$ cat src/rtl/instr_prefetch_unit.sv
// Instruction prefetch unit: fetches sequential words from memory into a
// small FIFO, throttled by a credit check, with branch redirect and flush.
//
// state     | meaning
// ----------+--------------------------------------------------------
// S_IDLE    | no request outstanding
// S_REQ     | request outstanding, response will be pushed
// S_DISCARD | request outstanding, response dropped after a redirect
module instr_prefetch_unit #(
    parameter int                ADDR_W   = 32,
    parameter int                DATA_W   = 32,
    parameter int                DEPTH    = 4,
    parameter logic [ADDR_W-1:0] RESET_PC = '0
) (
    input  logic                         clk,
    input  logic                         rst_n,
    output logic                         mem_req,
    output logic [ADDR_W-1:0]            mem_addr,
    input  logic                         mem_ack,
    input  logic [DATA_W-1:0]            mem_rdata,
    input  logic                         redirect_valid,
    input  logic [ADDR_W-1:0]            redirect_pc,
    output logic                         instr_valid,
    output logic [DATA_W-1:0]            instr_data,
    output logic [ADDR_W-1:0]            instr_pc,
    input  logic                         instr_ready,
    output logic [$clog2(DEPTH+1)-1:0]   fill_level
);

    localparam int PTR_W = $clog2(DEPTH);
    localparam int FL_W  = $clog2(DEPTH+1);

    typedef enum logic [1:0] {
        S_IDLE    = 2'd0,
        S_REQ     = 2'd1,
        S_DISCARD = 2'd2
    } state_e;

    state_e             state_q, state_d;
    logic               mem_req_q, mem_req_d;
    logic [ADDR_W-1:0]  mem_addr_q, mem_addr_d;
    logic [ADDR_W-1:0]  fetch_pc_q, fetch_pc_d;
    logic [PTR_W-1:0]   wr_ptr_q, wr_ptr_d;
    logic [PTR_W-1:0]   rd_ptr_q, rd_ptr_d;
    logic [FL_W-1:0]    fill_q, fill_d;

    logic [DATA_W-1:0]  data_mem [DEPTH];
    logic [ADDR_W-1:0]  pc_mem   [DEPTH];

    logic               push, pop, credit, issue;
    logic [ADDR_W-1:0]  redirect_pc_al;
    logic               unused_pc_bits;

    assign unused_pc_bits = ^redirect_pc[1:0];
    assign redirect_pc_al = {redirect_pc[ADDR_W-1:2], 2'b00};

    assign instr_valid = (fill_q != '0);
    assign fill_level  = fill_q;
    assign mem_req     = mem_req_q;
    assign mem_addr    = mem_addr_q;
    // Head is gated to zero when empty so reset/flush show clean outputs.
    assign instr_data  = instr_valid ? data_mem[rd_ptr_q] : '0;
    assign instr_pc    = instr_valid ? pc_mem[rd_ptr_q]   : '0;

    // FIFO bookkeeping and fetch pc; redirect flushes and overrides push/pop.
    always_comb begin
        push       = (state_q == S_REQ) && mem_ack && !redirect_valid;
        pop        = instr_valid && instr_ready && !redirect_valid;
        wr_ptr_d   = wr_ptr_q;
        rd_ptr_d   = rd_ptr_q;
        fill_d     = fill_q;
        fetch_pc_d = fetch_pc_q;
        if (redirect_valid) begin
            wr_ptr_d   = '0;
            rd_ptr_d   = '0;
            fill_d     = '0;
            fetch_pc_d = redirect_pc_al;
        end else begin
            if (push) begin
                wr_ptr_d   = wr_ptr_q + PTR_W'(1);
                fetch_pc_d = fetch_pc_q + ADDR_W'(4);
            end
            if (pop) begin
                rd_ptr_d = rd_ptr_q + PTR_W'(1);
            end
            fill_d = fill_q + FL_W'(push) - FL_W'(pop);
        end
        // At most one request is ever outstanding, and a new one is only
        // considered once the previous one has completed this cycle.
        credit = (fill_d < FL_W'(DEPTH));
    end

    // Next-state and request issue logic.
    always_comb begin
        state_d    = state_q;
        mem_addr_d = mem_addr_q;
        issue      = 1'b0;
        case (state_q)
            S_IDLE: begin
                if (credit && !redirect_valid) issue = 1'b1;
            end
            S_REQ: begin
                if (mem_ack) begin
                    if (credit) issue = 1'b1;
                    else        state_d = S_IDLE;
                end else if (redirect_valid) begin
                    state_d = S_DISCARD;
                end
            end
            S_DISCARD: begin
                if (mem_ack) begin
                    if (credit) issue = 1'b1;
                    else        state_d = S_IDLE;
                end
            end
            default: state_d = S_IDLE;
        endcase
        if (issue) begin
            state_d    = S_REQ;
            mem_addr_d = fetch_pc_d;
        end
        mem_req_d = (state_d != S_IDLE);
    end

    // Control and pointer registers.
    always_ff @(posedge clk or negedge rst_n) begin
        if (!rst_n) begin
            state_q    <= S_IDLE;
            mem_req_q  <= 1'b0;
            mem_addr_q <= RESET_PC;
            fetch_pc_q <= RESET_PC;
            wr_ptr_q   <= '0;
            rd_ptr_q   <= '0;
            fill_q     <= '0;
        end else begin
            state_q    <= state_d;
            mem_req_q  <= mem_req_d;
            mem_addr_q <= mem_addr_d;
            fetch_pc_q <= fetch_pc_d;
            wr_ptr_q   <= wr_ptr_d;
            rd_ptr_q   <= rd_ptr_d;
            fill_q     <= fill_d;
        end
    end

    // FIFO storage; push cannot occur in reset because state is IDLE.
    always_ff @(posedge clk) begin
        if (push) begin
            data_mem[wr_ptr_q] <= mem_rdata;
            pc_mem[wr_ptr_q]   <= fetch_pc_q;
        end
    end

endmodule

$ cat config.mk
export PLATFORM = sky130hd
export DESIGN_NAME = instr_prefetch_unit
export DESIGN_NICKNAME = d
export VERILOG_FILES = /design/src/rtl/instr_prefetch_unit.sv
export SDC_FILE = /design/constraint.sdc
export NUM_CORES = 1
export LEC_CHECK = 0
export CORE_UTILIZATION = 40
export DETAILED_ROUTE_END_ITERATION = 7
export SKIP_LAST_GASP = 1
export SLEW_MARGIN = 20
export SYNTH_ARGS = -nofsm -noshare
export SYNTH_HDL_FRONTEND = slang
export SYNTH_SLANG_ARGS = --single-unit
$ cat constraint.sdc
create_clock -name clk -period 7.67 [get_ports clk]
set_input_delay 1.534 -clock clk [delete_from_list [all_inputs] [get_ports clk]]
set_output_delay 1.534 -clock clk [all_outputs]
set_load 0.05 [all_outputs]
# --- Yosys cells after proc, flatten, opt, wreduce, memory -nomap -nowiden ---
# Memory sizes are Yosys's and may differ from the RTL's.
# Cells that the tools add are included.
totals:
  mem_count: 2
  ff_bits: 74
  inputBits: 69
  elab_cells: 50
  mem_bits_rw: 256
  out_inout_bits: 101
memory_table:
  columns: ["memory", "words", "width", "read_ports", "rd_ports_with_merged_regs", "wr", "line_no", "source"]
  rows:
  - ["data_mem", 4, 32, 1, 0, 1, "47", "logic [DATA_W-1:0] data_mem [DEPTH];"]
  - ["pc_mem", 4, 32, 1, 0, 1, "48", "logic [ADDR_W-1:0] pc_mem [DEPTH];"]
op_classes:
  muxes: 21
  n_eq_ne: 2
  n_addsub: 5
  reduce_logical: 12
  order_cmp: 1
ops:
  columns: ["operator", "n"]
  rows:
  - ["2-to-1 mux 32 bit", 4]
  - ["adder 32 x 3 -> 32 bit, second input constant", 1]
  - ["2-to-1 mux 2 bit", 9]
  - ["one-hot mux 2 bit (3 select lines)", 1]
  - ["nonzero test 2 bit", 3]
  - ["logical AND 1 bit", 5]
  - ["2-to-1 mux 1 bit", 5]
  - ["adder 2 x 1 -> 2 bit, second input constant", 2]
  - ["adder 3 x 1 -> 3 bit", 1]
  - ["< comparator 3 bit, second input constant", 1]
  - ["2-to-1 mux 3 bit", 1]
  - ["nonzero test 3 bit", 1]
  - ["subtractor 3 x 1 -> 3 bit", 1]
  - ["equality test 2 x 1 -> 1 bit, second input constant", 1]
  - ["equality test 2 bit, second input constant", 1]
  - ["logical NOT 2 bit", 1]
  - ["one-hot mux 1 bit (2 select lines)", 1]
  - ["OR reduction 2 bit", 1]
  - ["logical NOT 1 bit", 1]

# --- Longest topological paths before layout ---
logic_depth:
  ltp_word: 12
  mapped_depth: 17
  mapped_depth_nobuf: 15

# --- Least setup slack after synthesis ---
# No wires, ideal clock.
synth_path:
  path_kind: "in2reg"
  from: "input port redirect_valid"
  to: "register mem_addr_q[30] (netlist: mem_addr[30])"
  t_arrival_ps: 4543
  slack_ps: 3023
  required_ps: 7566
  setup_ps: 104
  cell_stages: 17
  path_buffers: 6
  cell_sequence: "buf_2 > clkbuf_1 > clkbuf_1 > clkbuf_1 > nor2_1 > ha_1 > inv_1 > ha_1 > inv_1 > fa_1 > xnor3_1 > o22ai_1 > nor2_1 > buf_2 > buf_2 > nor2_1 > a221oi_1"
synth_via:
  elab_chain_len: 9
  word_cells_on_any_way: 14
  classes_between: "2 x add/sub; 1 x order compare; 7 x mux; 4 x reduce/logical"
synth_rtl:
  columns: ["item", "line_no", "source"]
  rows:
  - ["start: declaration", "21", "input logic redirect_valid,"]
  - ["logical NOT 1 bit", "67, 68, 100", null]
  - ["logical AND 1 bit", "67", "push = (state_q == S_REQ) && mem_ack && !redirect_valid;"]
  - ["adder 3 x 1 -> 3 bit", "86", "fill_d = fill_q + FL_W'(push) - FL_W'(pop);"]
  - ["subtractor 3 x 1 -> 3 bit", "86", null]
  - ["2-to-1 mux 3 bit", "73", "if (redirect_valid) begin"]
  - ["< comparator 3 bit", "90", "credit = (fill_d < FL_W'(DEPTH));"]
  - ["2-to-1 mux 1 bit or logical AND 1 bit (tied branches)", "104, 112, 100", null]
  - ["2-to-1 mux 1 bit (on tied branches)", "111, 100", null]
  - ["one-hot mux 1 bit (2 select lines)", "98", "case (state_q)"]
  - ["end signal: assignment", "138", "mem_addr_q <= mem_addr_d;"]
  - ["end: declaration", "41", "logic [ADDR_W-1:0] mem_addr_q, mem_addr_d;"]
# Several ways; a longest one is shown, not always the timed one.
# A chain may end at the register's enable or synchronous reset.

# --- Final worst setup path ---
layout_path:
  from: "input port mem_ack"
  to: "register mem_addr_q[30] (netlist: mem_addr[30])"
layout_via:
  elab_chain_len: 9
  word_cells_on_any_way: 13
  classes_between: "2 x add/sub; 1 x order compare; 7 x mux; 3 x reduce/logical"
layout_rtl:
  columns: ["item", "line_no", "source"]
  rows:
  - ["start: declaration", "19", "input logic mem_ack,"]
  - ["logical AND 1 bit (2 in series)", "67", null]
  - ["adder 3 x 1 -> 3 bit", "86", null]
  - ["subtractor 3 x 1 -> 3 bit", "86", null]
  - ["2-to-1 mux 3 bit", "73", null]
  - ["< comparator 3 bit", "90", null]
  - ["2-to-1 mux 1 bit or logical AND 1 bit (tied branches)", "104, 112, 100", null]
  - ["2-to-1 mux 1 bit (on tied branches)", "111, 100", null]
  - ["one-hot mux 1 bit (2 select lines)", "98", null]
# Several ways; a longest one is shown, not always the timed one.

==> run summary <==
Seq/Total Area, Yosys -> 70.8%
Synth Instances -> 775
Pin count of the biggest net entering global routing -> 68
DR WL/cell -> 19.5 microns
Max-Cap Viols -> 0
Synth area leaders -> edfxtp_1 57%, dfrtp_1 14%, mux4_2 11%
Growth of design area from synthesis to finish -> 24.6%
RD Place Congestion -> 0.753
Psw -> 0.00243 W
IO Count -> 170
Clock Tree Buf Depth -> 3
PD cells -> 391 mW/mm^2
Max Slew Vio Count -> 0
Setup ws final -> 2.44 ns
RR Endpoint -> mem_addr[30]
Vias -> 7305
Core area -> 0.0329 sq mm
Top cells by count, synth -> 256 x edfxtp_1, 76 x and2_1, 74 x dfrtp_1, 64 x mux4_2, 40 x nand2_1
Worst Setup End Kind -> register
Post-synth EDFFs -> 256
DIE HEIGHT -> 186 microns
Post-synth top area share -> 57.1%
Slew headroom -> 31.5%
Met2 Routed Length -> 12.9 mm
Number of port buffers -> 167
Final nets -> 1032
Most used DFF post-synth -> edfxtp_1
GRT Total Usage -> 16.5%
Area occupied by multi-input gates -> 0.00373 sq mm
Tightest Pin Transition -> 1.03 ns
Crit-path max FO -> 21
Antenna Cells -> 0
Hold Path Origin -> mem_addr[9]
Num CTS Buffers -> 36
HPWL after DPL -> 16.1 mm
Post-CTS sizing -> 0
Drt drc -> 0
Cell chosen for the clock root -> clkbuf_16
Setup TNS -> 0 ns
WP data required -> 8.00 ns
Clk_lat worst skew -> 0.52 ns
Worst hold path class -> register to register
Hold EP -> mem_addr[9]
Final core occ -> 51.1%
Comb power frac -> 38.9%
Placement Setup Slack -> 1.88 ns
Max layer used -> met4
Met3 routed WL -> 1.61 mm
First-pass GRT wire length -> 42.9 mm
Internal -> 0.00414 W
Most frequent cell after synthesis -> edfxtp_1
Initial Util -> 41.0%
Yosys top cell by area -> edfxtp_1
Netlist cell types -> 53
Layout fillers -> 2761
Setup fix buffers added after clock tree synthesis -> 0
Seq pwr share -> 35.2%
Drt first pass iters -> 5
Hold Path Stages -> 1
Ys Warns -> 0
Synthesized cell area -> 0.0135 sq mm
Worst Setup Start Kind -> input pin
Reg2reg start -> fill_level[1]
CP Data Arrival Time -> 5.56 ns
Max VDD drop -> 265 uV
Final setup viols -> 0
Antenna viol nets, final -> 0
Sequential standard cell area -> 0.00955 sq mm
Share of layout cells above drive strength 1 -> 16.7%
Clock share of power -> 25.9%
FFs w/ async S/R, synth -> 22.4%
Post-DR vias/cell -> 5.14
Vias in the first global route -> 7529
Met1 wire length -> 12.7 mm
Syn_nets -> 856
Register-to-register setup slack -> 3.23 ns
Fmax -> 191 MHz
Synthesized flop and latch total -> 330
TritonCTS Sinks -> 330
H-tree lvl count -> 2
Skew final -> 0.0275 ns
Minimum clock period -> 5.23 ns
Critical path class -> input pin to register
GRT overflow -> 0
FF-to-FF path depth -> 14
Register clock-pin slew on the reported worst setup and hold paths -> 0.06 ns
Final period util -> 68.1%
Mean Syn Cell Area -> 17.4 sq um
Antenna violations before repair -> 0
Die width -> 186 microns
Post-Route WL -> 27.7 mm
Unrepaired setup endpoints after global routing -> no
CTS tree -> yes
Switch share -> 36.9%
Status -> complete, no violations
Hold buffer count at cts -> 0
Lkg Pwr -> 5.78 nW
Hold Violations, Final -> 0
Die area -> 0.0344 sq mm
Core Rows -> 66
DRT iter0 DRCs -> 387
[worst max-delay path, stage by stage]
cell             delay [ns]
clkdlybuf4s50_1        0.65
nand2_1                0.24
nor2_1                 0.31
inv_1                  0.09
ha_1                   0.28
inv_1                  0.06
ha_1                   0.13
inv_1                  0.04
fa_1                   0.38
xnor3_1                0.27
o22a_1                 0.16
nand2_1                0.41
nor2_1                 0.83
a221oi_1               0.17
[state kept, by name (all words and copies together) (netlist names)]
| signal | flops |
|---|---|
| fetch_pc_q | 32 |
| data_mem | 128 |
| mem_addr | 32 |
| rd_ptr_q | 2 |
| wr_ptr_q | 2 |
| state_q | 2 |
| mem_req | 1 |
| fill_level | 3 |
| pc_mem | 128 |
[cell usage in the layout (no fill, tap or decap), drive strengths merged, types with 3 or more instances in the layout]
cell type	instances
a21o	3
mux2i	4
and4	4
and3	13
a211o	4
a221o	4
mux4	64
dfrtp	74
nor2	31
nand4	9
ha	11
mux2	22
o31ai	4
nand2	40
inv	15
xnor2	17
nor4	6
nor2b	6
clkbuf	46
nor3	6
a21oi	9
clkinv	13
o211ai	3
clkdlybuf4s50	165
o21ai	14
and2	76
edfxtp	256
xor2	9
nand3	17
bufinv	4
buf	10
[area by class of cell]
type	count	share of cell area (%)
clock inverter	19	1.18
inverter	13	0.291
timing repair buffer	175	10.4
tap	442	3.29
multi-input combinational	395	22.2
clock buffer	46	5.77
sequential	330	56.9
[metrics by stage]
| stage | hold slack [ns] | power (W) | instances | cell area [sq um] |
|---|---|---|---|---|
| 2_1_floorplan | 0.469 | 0.00409 | 775 | 13500 |
| 3_3_place_gp | 0.478 | 0.00492 | 1354 | 15600 |
| 3_5_place_dp | 0.479 | 0.00493 | 1354 | 15600 |
| 4_1_cts | 0.502 | 0.00665 | 1419 | 16800 |
| 5_1_grt | 0.521 | 0.00687 | 1420 | 16800 |
| 6_report | 0.504 | 0.00657 | 1420 | 16800 |
[how the worst max path moves through the flow]
stage,startpoint,endpoint,slack [ns],depth (start not counted)
after floorplan,redirect_valid,mem_addr[30],3.02,17
after global placement,mem_ack,mem_addr[30],1.93,14
after detailed placement,mem_ack,mem_addr[30],1.88,14
after CTS,rd_ptr_q[0],instr_pc[19],2.39,4
after global routing,mem_ack,mem_addr[30],2.09,14
final,mem_ack,mem_addr[30],2.44,14
[cell families (layout without fill, tap and decap cells)]
logic type | after synthesis | after routing | share of synthesized area (%)
AOI/OAI and AO/OA | 53 | 53 | 2.74
xor gates and xnor gates | 27 | 27 | 1.86
adders and majority gates | 12 | 12 | 1.17
buffers and inverters | 50 | 253 | 1.61
DFF | 330 | 330 | 70.8
muxes | 90 | 90 | 12.8
and+or+nand+nor | 213 | 213 | 8.98
[power groups by stage]
stage / Clock, W / Sequential, W / Combinational, W
finish: 0.00170 / 0.00231 / 0.00256
global route: 0.00182 / 0.00234 / 0.00271
detailed placement: 0 / 0.00239 / 0.00254
global placement: 0 / 0.00239 / 0.00252
floorplan: 0 / 0.00257 / 0.00152
CTS: 0.00175 / 0.00236 / 0.00254
[layer usage]
layer	track usage (%)	vias to the layer above
li1	-	3334
met2	26.1	211
met4	4.56	0
met5	0	-
met1	23.2	3723
met3	3.50	37
No activity file was read; power rests on OpenSTA's default activity.
